<file path="src/rtl/gvp_program_sequencer.sv">
// gvp_program_sequencer
//   Owns the GVP configuration bus. A start command halts the core, writes
//   reset_options, streams num_vectors records from an AXI-stream into vector
//   slots 0..n-1 (two-cycle latch/commit, bracketed by IDLE_ADDR gaps that
//   re-arm the core's setvec mode), releases reset, forwards pause while
//   running, waits for gvp_finished and puts the core back into reset.
// Ports
//   a_clk, a_resetn        clock, asynchronous active-low reset
//   start, abort           command pulses (abort wins over start)
//   num_vectors            records to load, latched on start (1..NUM_VECTORS)
//   reset_opts             reset_options value, latched on start
//   pause_req              level, forwarded to core pause bit in ARM/RUN
//   S_AXIS_VEC_*           vector record stream (one beat per vector)
//   gvp_finished           core finished flag, honoured only in RUN
//   config_addr/data       registered core configuration bus
//   busy, done             not-IDLE level / one-cycle end-of-run pulse
//   aborted, error         sticky status, cleared by an accepted start
//   state_dbg              current state encoding
module gvp_program_sequencer #(
  parameter int          NUM_VECTORS_N2 = 4,
  parameter int          NUM_VECTORS    = 16,
  parameter logic [31:0] CTRL_ADDR      = 32'd5001,
  parameter logic [31:0] RSTOPT_ADDR    = 32'd5002,
  parameter logic [31:0] VPROG_ADDR     = 32'd5003,
  parameter logic [31:0] IDLE_ADDR      = 32'd0,
  parameter int          WR_HOLD        = 3,
  parameter int          GAP_CYCLES     = 2,
  parameter int          CTRL_HOLD      = 2,
  parameter int          ARM_WAIT       = 12
) (
  input  logic                    a_clk,
  input  logic                    a_resetn,
  input  logic                    start,
  input  logic                    abort,
  input  logic [NUM_VECTORS_N2:0] num_vectors,
  input  logic [15:0]             reset_opts,
  input  logic                    pause_req,
  input  logic [511:0]            S_AXIS_VEC_tdata,
  input  logic                    S_AXIS_VEC_tvalid,
  output logic                    S_AXIS_VEC_tready,
  input  logic                    gvp_finished,
  output logic [31:0]             config_addr,
  output logic [511:0]            config_data,
  output logic                    busy,
  output logic                    done,
  output logic                    aborted,
  output logic                    error,
  output logic [3:0]              state_dbg
);

  localparam int IW = NUM_VECTORS_N2 + 1;
  localparam int CW = 8;

  typedef enum logic [3:0] {
    S_IDLE, S_HALT, S_RSTOPT, S_GAP, S_LOAD_WAIT, S_LOAD_WR, S_ARM, S_RUN, S_STOP
  } state_e;

  state_e          state_q, state_d;
  logic [CW-1:0]   cnt_q, cnt_d;
  logic [IW-1:0]   idx_q, idx_d, count_q, count_d;
  logic [15:0]     opts_q, opts_d;
  logic [511:0]    rec_q, rec_d;
  logic [31:0]     addr_d;
  logic [511:0]    data_d;
  logic            tready_d, busy_d, done_d, aborted_d, error_d;
  logic            hold_done, count_ok, beat;

  // Cycles spent in a held state, minus one (counter runs down to zero).
  function automatic logic [CW-1:0] hold_len(input state_e s);
    case (s)
      S_HALT, S_RSTOPT, S_STOP: return CW'(CTRL_HOLD - 1);
      S_GAP:                    return CW'(GAP_CYCLES - 1);
      S_LOAD_WR:                return CW'(WR_HOLD - 1);
      S_ARM:                    return CW'(ARM_WAIT - 1);
      default:                  return '0;
    endcase
  endfunction

  always_comb begin
    // NOTE: every variable gets a default before the case so no path leaves it
    // unassigned; that is what keeps this block free of inferred latches.
    state_d   = state_q;
    idx_d     = idx_q;
    count_d   = count_q;
    opts_d    = opts_q;
    rec_d     = rec_q;
    aborted_d = aborted;
    error_d   = error;
    done_d    = 1'b0;
    hold_done = (cnt_q == '0);
    count_ok  = (num_vectors != '0) && (num_vectors <= IW'(NUM_VECTORS));
    beat      = S_AXIS_VEC_tvalid & S_AXIS_VEC_tready;

    case (state_q)
      S_IDLE: begin
        if (start && !abort) begin
          if (count_ok) begin
            state_d   = S_HALT;
            count_d   = num_vectors;
            opts_d    = reset_opts;
            aborted_d = 1'b0;
            error_d   = 1'b0;
          end else begin
            error_d = 1'b1;
          end
        end
      end
      S_HALT:   if (hold_done) state_d = S_RSTOPT;
      S_RSTOPT: begin
        if (hold_done) begin
          state_d = S_GAP;
          idx_d   = '0;
        end
      end
      S_GAP:    if (hold_done) state_d = (idx_q < count_q) ? S_LOAD_WAIT : S_ARM;
      S_LOAD_WAIT: begin
        if (beat) begin
          // Slot index field is owned by the sequencer, not by software.
          rec_d          = S_AXIS_VEC_tdata;
          rec_d[IW-1:0]  = idx_q;
          state_d        = S_LOAD_WR;
        end
      end
      S_LOAD_WR: begin
        if (hold_done) begin
          idx_d   = idx_q + 1'b1;
          state_d = S_GAP;
        end
      end
      S_ARM:    if (hold_done) state_d = S_RUN;
      S_RUN:    if (gvp_finished) state_d = S_STOP;
      S_STOP: begin
        if (hold_done) begin
          state_d = S_IDLE;
          done_d  = 1'b1;
        end
      end
      default:  state_d = S_IDLE;
    endcase

    // Abort overrides everything except an already-stopping or idle core.
    // A beat handshaking in the same cycle is taken off the stream and dropped.
    if (abort && (state_q != S_IDLE) && (state_q != S_STOP)) begin
      state_d   = S_STOP;
      aborted_d = 1'b1;
    end

    // Hold counters reload whenever a new state is entered.
    if (state_d != state_q) cnt_d = hold_len(state_d);
    else                    cnt_d = hold_done ? cnt_q : cnt_q - 1'b1;

    // Bus values are derived from the next state so the registered outputs
    // line up with the registered state.
    addr_d = IDLE_ADDR;
    data_d = '0;
    case (state_d)
      S_HALT, S_STOP: begin addr_d = CTRL_ADDR;   data_d = 512'd1;           end
      S_RSTOPT:       begin addr_d = RSTOPT_ADDR; data_d = 512'(opts_d);     end
      S_LOAD_WR:      begin addr_d = VPROG_ADDR;  data_d = rec_d;            end
      S_ARM, S_RUN:   begin addr_d = CTRL_ADDR;   data_d = {510'd0, pause_req, 1'b0}; end
      default: ;
    endcase
    tready_d = (state_d == S_LOAD_WAIT);
    busy_d   = (state_d != S_IDLE);
  end

  // NOTE: sequential state uses non-blocking assignments so every register
  // samples the pre-edge values regardless of statement order.
  always_ff @(posedge a_clk or negedge a_resetn) begin
    if (!a_resetn) begin
      state_q           <= S_IDLE;
      cnt_q             <= '0;
      idx_q             <= '0;
      count_q           <= '0;
      opts_q            <= '0;
      config_addr       <= IDLE_ADDR;
      config_data       <= '0;
      S_AXIS_VEC_tready <= 1'b0;
      busy              <= 1'b0;
      done              <= 1'b0;
      aborted           <= 1'b0;
      error             <= 1'b0;
    end else begin
      state_q           <= state_d;
      cnt_q             <= cnt_d;
      idx_q             <= idx_d;
      count_q           <= count_d;
      opts_q            <= opts_d;
      config_addr       <= addr_d;
      config_data       <= data_d;
      S_AXIS_VEC_tready <= tready_d;
      busy              <= busy_d;
      done              <= done_d;
      aborted           <= aborted_d;
      error             <= error_d;
    end
  end

  // NOTE: the record buffer is pure datapath; it is only observed after a
  // capture, so it carries no reset.
  always_ff @(posedge a_clk) begin
    rec_q <= rec_d;
  end

  assign state_dbg = state_q;

endmodule

</file>
<file path="config.mk">
export PLATFORM = sky130hd
export DESIGN_NAME = gvp_program_sequencer
export DESIGN_NICKNAME = d
export VERILOG_FILES = /design/src/rtl/gvp_program_sequencer.sv
export SDC_FILE = /design/constraint.sdc
export NUM_CORES = 2
export LEC_CHECK = 0
export CAP_MARGIN = 20
export CELL_PAD_IN_SITES_DETAIL_PLACEMENT = 1
export CELL_PAD_IN_SITES_GLOBAL_PLACEMENT = 2
export CORE_AREA = 10 10 422 424
export DETAILED_ROUTE_END_ITERATION = 6
export DIE_AREA = 0 0 432 434
export PLACE_DENSITY_LB_ADDON = 0.12
export SLEW_MARGIN = 20
export SYNTH_ARGS = -nofsm -noshare
export SYNTH_HDL_FRONTEND = slang
export SYNTH_SLANG_ARGS = --single-unit
</file>
<file path="constraint.sdc">
create_clock -name a_clk -period 4.1 [get_ports a_clk]
set_clock_uncertainty 0.2 [all_clocks]
set_input_delay 0.82 -clock a_clk [delete_from_list [all_inputs] [get_ports a_clk]]
set_output_delay 0.82 -clock a_clk [all_outputs]
set_load 0.02 [all_outputs]
</file>
# After elaboration in Yosys (flattened, before gate mapping)
# Cells that the tools add are included.
# op_classes
n_reduce_logical	23
bitwise_logic	1
n_shift	0
eq_ne	21
n_addsub	2
mux	32
div_mod_pow	0
n_lt_le_gt_ge	2
multipliers	0
# ops
op	n
one-hot mux 512 bit (4 select lines)	1
2-to-1 mux 512 bit	2
2-to-1 mux 16 bit	3
2-to-1 mux 4 bit	10
one-hot mux 13 bit (3 select lines)	1
== test 4 x 3 -> 1 bit, second input constant	8
one-hot mux 4 bit (8 select lines)	1
== test 4 x 2 -> 1 bit, second input constant	4
2-to-1 mux 8 bit	2
one-hot mux 4 bit (3 select lines)	1
2-to-1 mux 5 bit	2
one-hot mux 5 bit (2 select lines)	1
AND reduction 3 bit	3
== test 4 x 1 -> 1 bit, second input constant	2
== test 4 bit, second input constant	2
zero test 8 bit	1
nonzero test 2 bit	4
nonzero test 4 bit	2
OR reduction 4 bit	2
subtractor 8 x 1 -> 8 bit, second input constant	1
2-to-1 mux 1 bit	7
OR reduction 2 bit	3
adder 5 x 1 -> 5 bit, second input constant	1
<= comparator 5 bit, second input constant	1
other kinds (12)	16
# totals
regBits	1099
mem_bits_ro	0
wordCells	94
ram_bits	0
latch_bits	0
n_memories	0

# Depth between registers and ports, before layout
# depth
ltp_word	10
mapped_depth	13
ltp_nobuf	10

# Worst setup path before layout
# OpenSTA, ideal clock, no wires.
# synth_path
path_type	input -> register
start	input port abort
end	register config_data[100]
setup_slack_ps	1148
setup_time_ps	77
stages	11
n_path_buf	4
t_arrival_ps	2674
cell_sequence	or4b_1 -> nor3_2 -> and2_1 -> buf_4 -> a221oi_4 -> nor2_2 -> nand2_1 -> buf_4 -> buf_8 -> buf_4 -> a21oi_1
# synth_between
elab_chain_len	8
# synth_lines
element	line_no	text
start: declaration	34	input logic abort,
zero test 1 bit	96	if (start && !abort) begin
logical AND 1 bit	96	
2-to-1 mux 4 bit	96	
one-hot mux 4 bit (8 select lines)	94	case (state_q)
2-to-1 mux 4 bit *	143	if (abort && (state_q != S_IDLE) && (state_q != S_STOP)) begin
== test 4 x 3 -> 1 bit (tied with other cells)	156	case (state_d)
OR reduction 2 bit	-	
one-hot mux 512 bit (4 select lines) *	156	
via data_d[100]	64	logic [511:0] data_d;
end signal: assignment	190	config_data <= data_d;
end: declaration	43	output logic [511:0] config_data,
# Mark *: on every way through the listed nets, which the timed path passes. The rest lies on a longest branch.
# A chain may end at the register's enable or synchronous reset.

# Worst setup path after layout
# layout_path
start	register cnt_q[0]
end	register config_data[257]
# layout_between
elab_chain_len	7
# layout_lines
element	line_no	text
start: declaration	59	logic [CW-1:0] cnt_q, cnt_d;
start signal: assignment	185	cnt_q <= cnt_d;
zero test 8 bit *	90	hold_done = (cnt_q == '0);
2-to-1 mux 4 bit (on tied branches)	-	
one-hot mux 4 bit (8 select lines) *	94	
2-to-1 mux 4 bit *	143	
== test 4 x 3 -> 1 bit (tied with other cells)	156	
OR reduction 2 bit	-	
one-hot mux 512 bit (4 select lines) *	156	
via data_d[257]	64	
# Marked as above.

==> key figures <==
GRT
  – Vias in the first global route: ~30000
  – Largest net degree at the start of global routing: between 100 and 150
  – Overall routing resource usage: between 15 and 20%
  – Initial antenna violation count: 71
  – First-pass GRT wire length: approximately 220000 um
  – Grt total ovfl: 0

Clock network
  – # clock sinks: between 1000 and 1500
  – Clk root buf: clkbuf_16
  – Clock Latency Late Sink: 0.78 ns
  – Longest Clk Path Bufs: 3
  – CTS clk-pin slew, worst paths: 0.05 ns
  – Post-CTS Setup Inserts: 0
  – H-tree Lvls: 4
  – CTS buffer count: 137
  – CTS tree: done

Drt
  – Via count: ~28000
  – Met2 WL post-DR: 83000 um
  – DRT antenna net count: 0
  – First-iteration detailed-routing DRC count: approximately 1100
  – DRT met1 WL: between 60000 and 70000 um
  – Routed wire length per instance: 23.0 um
  – Max layer used: met5
  – Total routed wirelength: roughly 160000 um
  – TritonRoute pass-1 iters: 5
  – Vias per cell: just over 4
  – DRC viols: 0
  – Met3 WL post-DR: between 10000 and 15000 um

Logic synthesis
  – Count leader, synth: nand2_1
  – Syn Std Cell Area: 35100 sq um
  – Most common flop cell mapped by yosys: dfrtp_1
  – Ys Warns: 0
  – Yosys top cell by area: dfrtp_1
  – Post-synthesis cell count: around 3500
  – Post-synthesis area per instance: 9.91 sq um
  – Synthesis-stage register bit count: 1070
  – Synth top cells by count: nand2_1, dfrtp_1, dfxtp_1
  – Post-synth EDFFs: 0
  – Area contributors post-synth: dfrtp_1, dfxtp_1, nand2_1
  – Sequential element share of the synthesized area: 69.0%
  – Share of the synthesized area in the top cell type: between 30% and 40%
  – Unique masters post-synth: 60
  – Asr flop ratio synth: 52.1%

STA
  – Final min period: around 3.5 ns
  – Fin. Hold Viols: 0
  – # setup viols final: 0
  – RSZ-0062 raised after global routing: no
  – Final period util: between 80 and 90%
  – TNS Setup: 0 ns
  – Slew @ Worst Pin: 0.890 ns
  – F_max: between 200 and 300 MHz
  – Worst Hold Slack: around 0.24 ns
  – Final worst slack: approximately 0.63 ns
  – Fin. max-slew vios: 0
  – Slew margin rel.: about two fifths

Floorplanning
  – Die area: about 190000 sq um
  – Die W: ~430 um
  – Die Y: ~430 um
  – Total core area: about 170000 sq um
  – Starting Density: around a fifth
  – Num ports: roughly 1100
  – Row cnt: approximately 150

Worst setup path
  – CP dominant cell by count: buf_12
  – Endpoint of the worst-slack reg-to-reg timing path: config_data[257]
  – R2R Path Start: cnt_q[0]
  – CP required: between 4 and 5 ns
  – WS Path Type: flip-flop to flip-flop
  – R2R setup slack: around 0.63 ns
  – Data arrival time of the worst path: a little under 4 ns
  – Crit path cell chain: inv_1, ha_1, or3b_1, nor2_4, a22oi_1, o21ai_1, nor2_2, nand2_4, buf_12, buf_12, a21oi_1, buf_4
  – Slowest cell on crit path: or3b_1
  – CP Max Fanout: slightly above 50
  – Critical path's largest stage delay: about 0.5 ns
  – Worst path bufs/invs: 4
  – CP top delay family: simple AND/OR/NAND/NOR gates
  – Critical Path End Type: flip-flop
  – Cells on worst reg2reg path: 12
  – CP Launch Type: flip-flop

Place
  – DP Wirelength: ~120000 um
  – Placer Congestion: 0.786
  – Port buffer count: 1062
  – Pre-CTS setup slack: between 0.2 and 0.3 ns

Layout
  – Area Overhead vs Synth: 51.2%
  – Final-stage net count: roughly 5200
  – Layout cells sized above 1: 6.65%

Run status
  – Outcome: complete, no violations

Hold path
  – Worst min path class: flip-flop to flip-flop
  – Hold path endpoint: rec_q[508]
  – Worst hold start: rec_q[508]
  – WHS Path Cells: 2

Power
  – Pwr/cell area: 464 nW/um^2
  – Pleak: between 20 and 25 nW
  – Maximum vdd drop: roughly 0.4 mV

Flow run
  – MaxCap Viol Count: 0
registers in the layout, summed over array words and instances, names as in the netlist, 3 cells and up:
signal / count
state_dbg: 4
idx_q: 5
config_data: 512
config_addr: 3
count_q: 5
rec_q: 512
opts_q: 16
cnt_q: 8
how the worst max path moves through the flow:
| stage | startpoint | endpoint | slack [ns] | cells past startpoint |
|---|---|---|---|---|
| final | cnt_q[0] | config_data[257] | 0.63 | 12 |
| after global routing | cnt_q[0] | config_data[124] | 0.37 | 11 |
| after CTS | cnt_q[0] | config_data[148] | 0.56 | 11 |
| after detailed placement | num_vectors[1] | config_data[0] | 0.27 | 9 |
| after global placement | num_vectors[1] | config_data[0] | 0.26 | 9 |
| after floorplan | abort | config_data[100] | 1.15 | 11 |
power breakdown:
part	internal (mW)	switching (mW)	leakage (nW)
sequential	10.7	0.126	11.9
combinational	0.982	1.03	9.65
clock	7.06	4.75	2.15
cell type report:
| type | instances | area, sq um |
|---|---|---|
| antenna | 12 | 30.0 |
| clock buffer | 224 | 4130 |
| clock inverter | 25 | 265 |
| fill | 18961 | 116000 |
| inverter | 15 | 58.8 |
| multi-input combinational | 2271 | 9720 |
| sequential | 1070 | 24200 |
| tap | 2218 | 2780 |
| timing repair buffer | 1162 | 11900 |
worst register-to-register path: stages (launching register included):
cell	delay (ns)
dfrtp_1	0.39
inv_1	0.10
ha_1	0.20
or3b_1	0.49
nor2_4	0.34
a22oi_1	0.20
o21ai_1	0.33
nor2_2	0.13
nand2_4	0.21
buf_12	0.22
buf_12	0.30
a21oi_1	0.12
buf_4	0.14
per-stage QoR:
| step | util (%) | cells | area, sq um | total power, mW |
|---|---|---|---|---|
| 2_1_floorplan | - | 3567 | 35200 | 11.9 |
| 3_3_place_gp | 28.8 | 6735 | 48700 | 13.1 |
| 3_5_place_dp | 28.8 | 6735 | 48700 | 13.1 |
| 4_1_cts | 31.4 | 6985 | 53100 | 25.2 |
| 5_1_grt | 31.4 | 6994 | 53100 | 25.8 |
| 6_report | 31.4 | 6997 | 53100 | 24.6 |
layout by cell type (no fill, tap or decap), drive strengths merged, types with 6 or more instances in the layout:
cell type         n
conb             25
nor2             20
clkbuf          224
dfrtp           558
buf             100
nand2          1603
a32o             15
clkinv           16
diode            12
clkdlybuf4s50  1061
ha                6
dfxtp           512
a21oi           507
o21ai            21
xnor2             7
inv              19
nor3             10
per-layer routing:
layer / up-vias / GRT usage (%)
li1: 13548 / -
met1: 13900 / 17.8
met2: 738 / 29.8
met3: 261 / 6.48
met4: 50 / 4.85
met5: - / 0
cells by family (layout without fill, tap and decap cells):
family / Yosys count / count (layout) / share of synthesized area [%]
buffers and inverters: 226 / 1426 / 3.64
other: 1 / 37 / 0.0107
adder cells (fa/ha/maj): 6 / 6 / 0.214
AO/OA/AOI/OAI: 564 / 564 / 8.57
multiplexers: 6 / 6 / 0.189
flip-flops: 1070 / 1070 / 69.0
XOR/XNOR: 7 / 7 / 0.196
AND/OR/NAND/NOR: 1663 / 1663 / 18.2
repair_timing:
| item | 4_1_cts | 5_1_grt |
|---|---|---|
| resized for setup | 0 | 0 |
| hold buffers | 1 | 0 |
| setup endpoints to repair | 0 | 0 |
| hold endpoints to repair | 46 | 0 |
(Power assumes the default switching activity.)
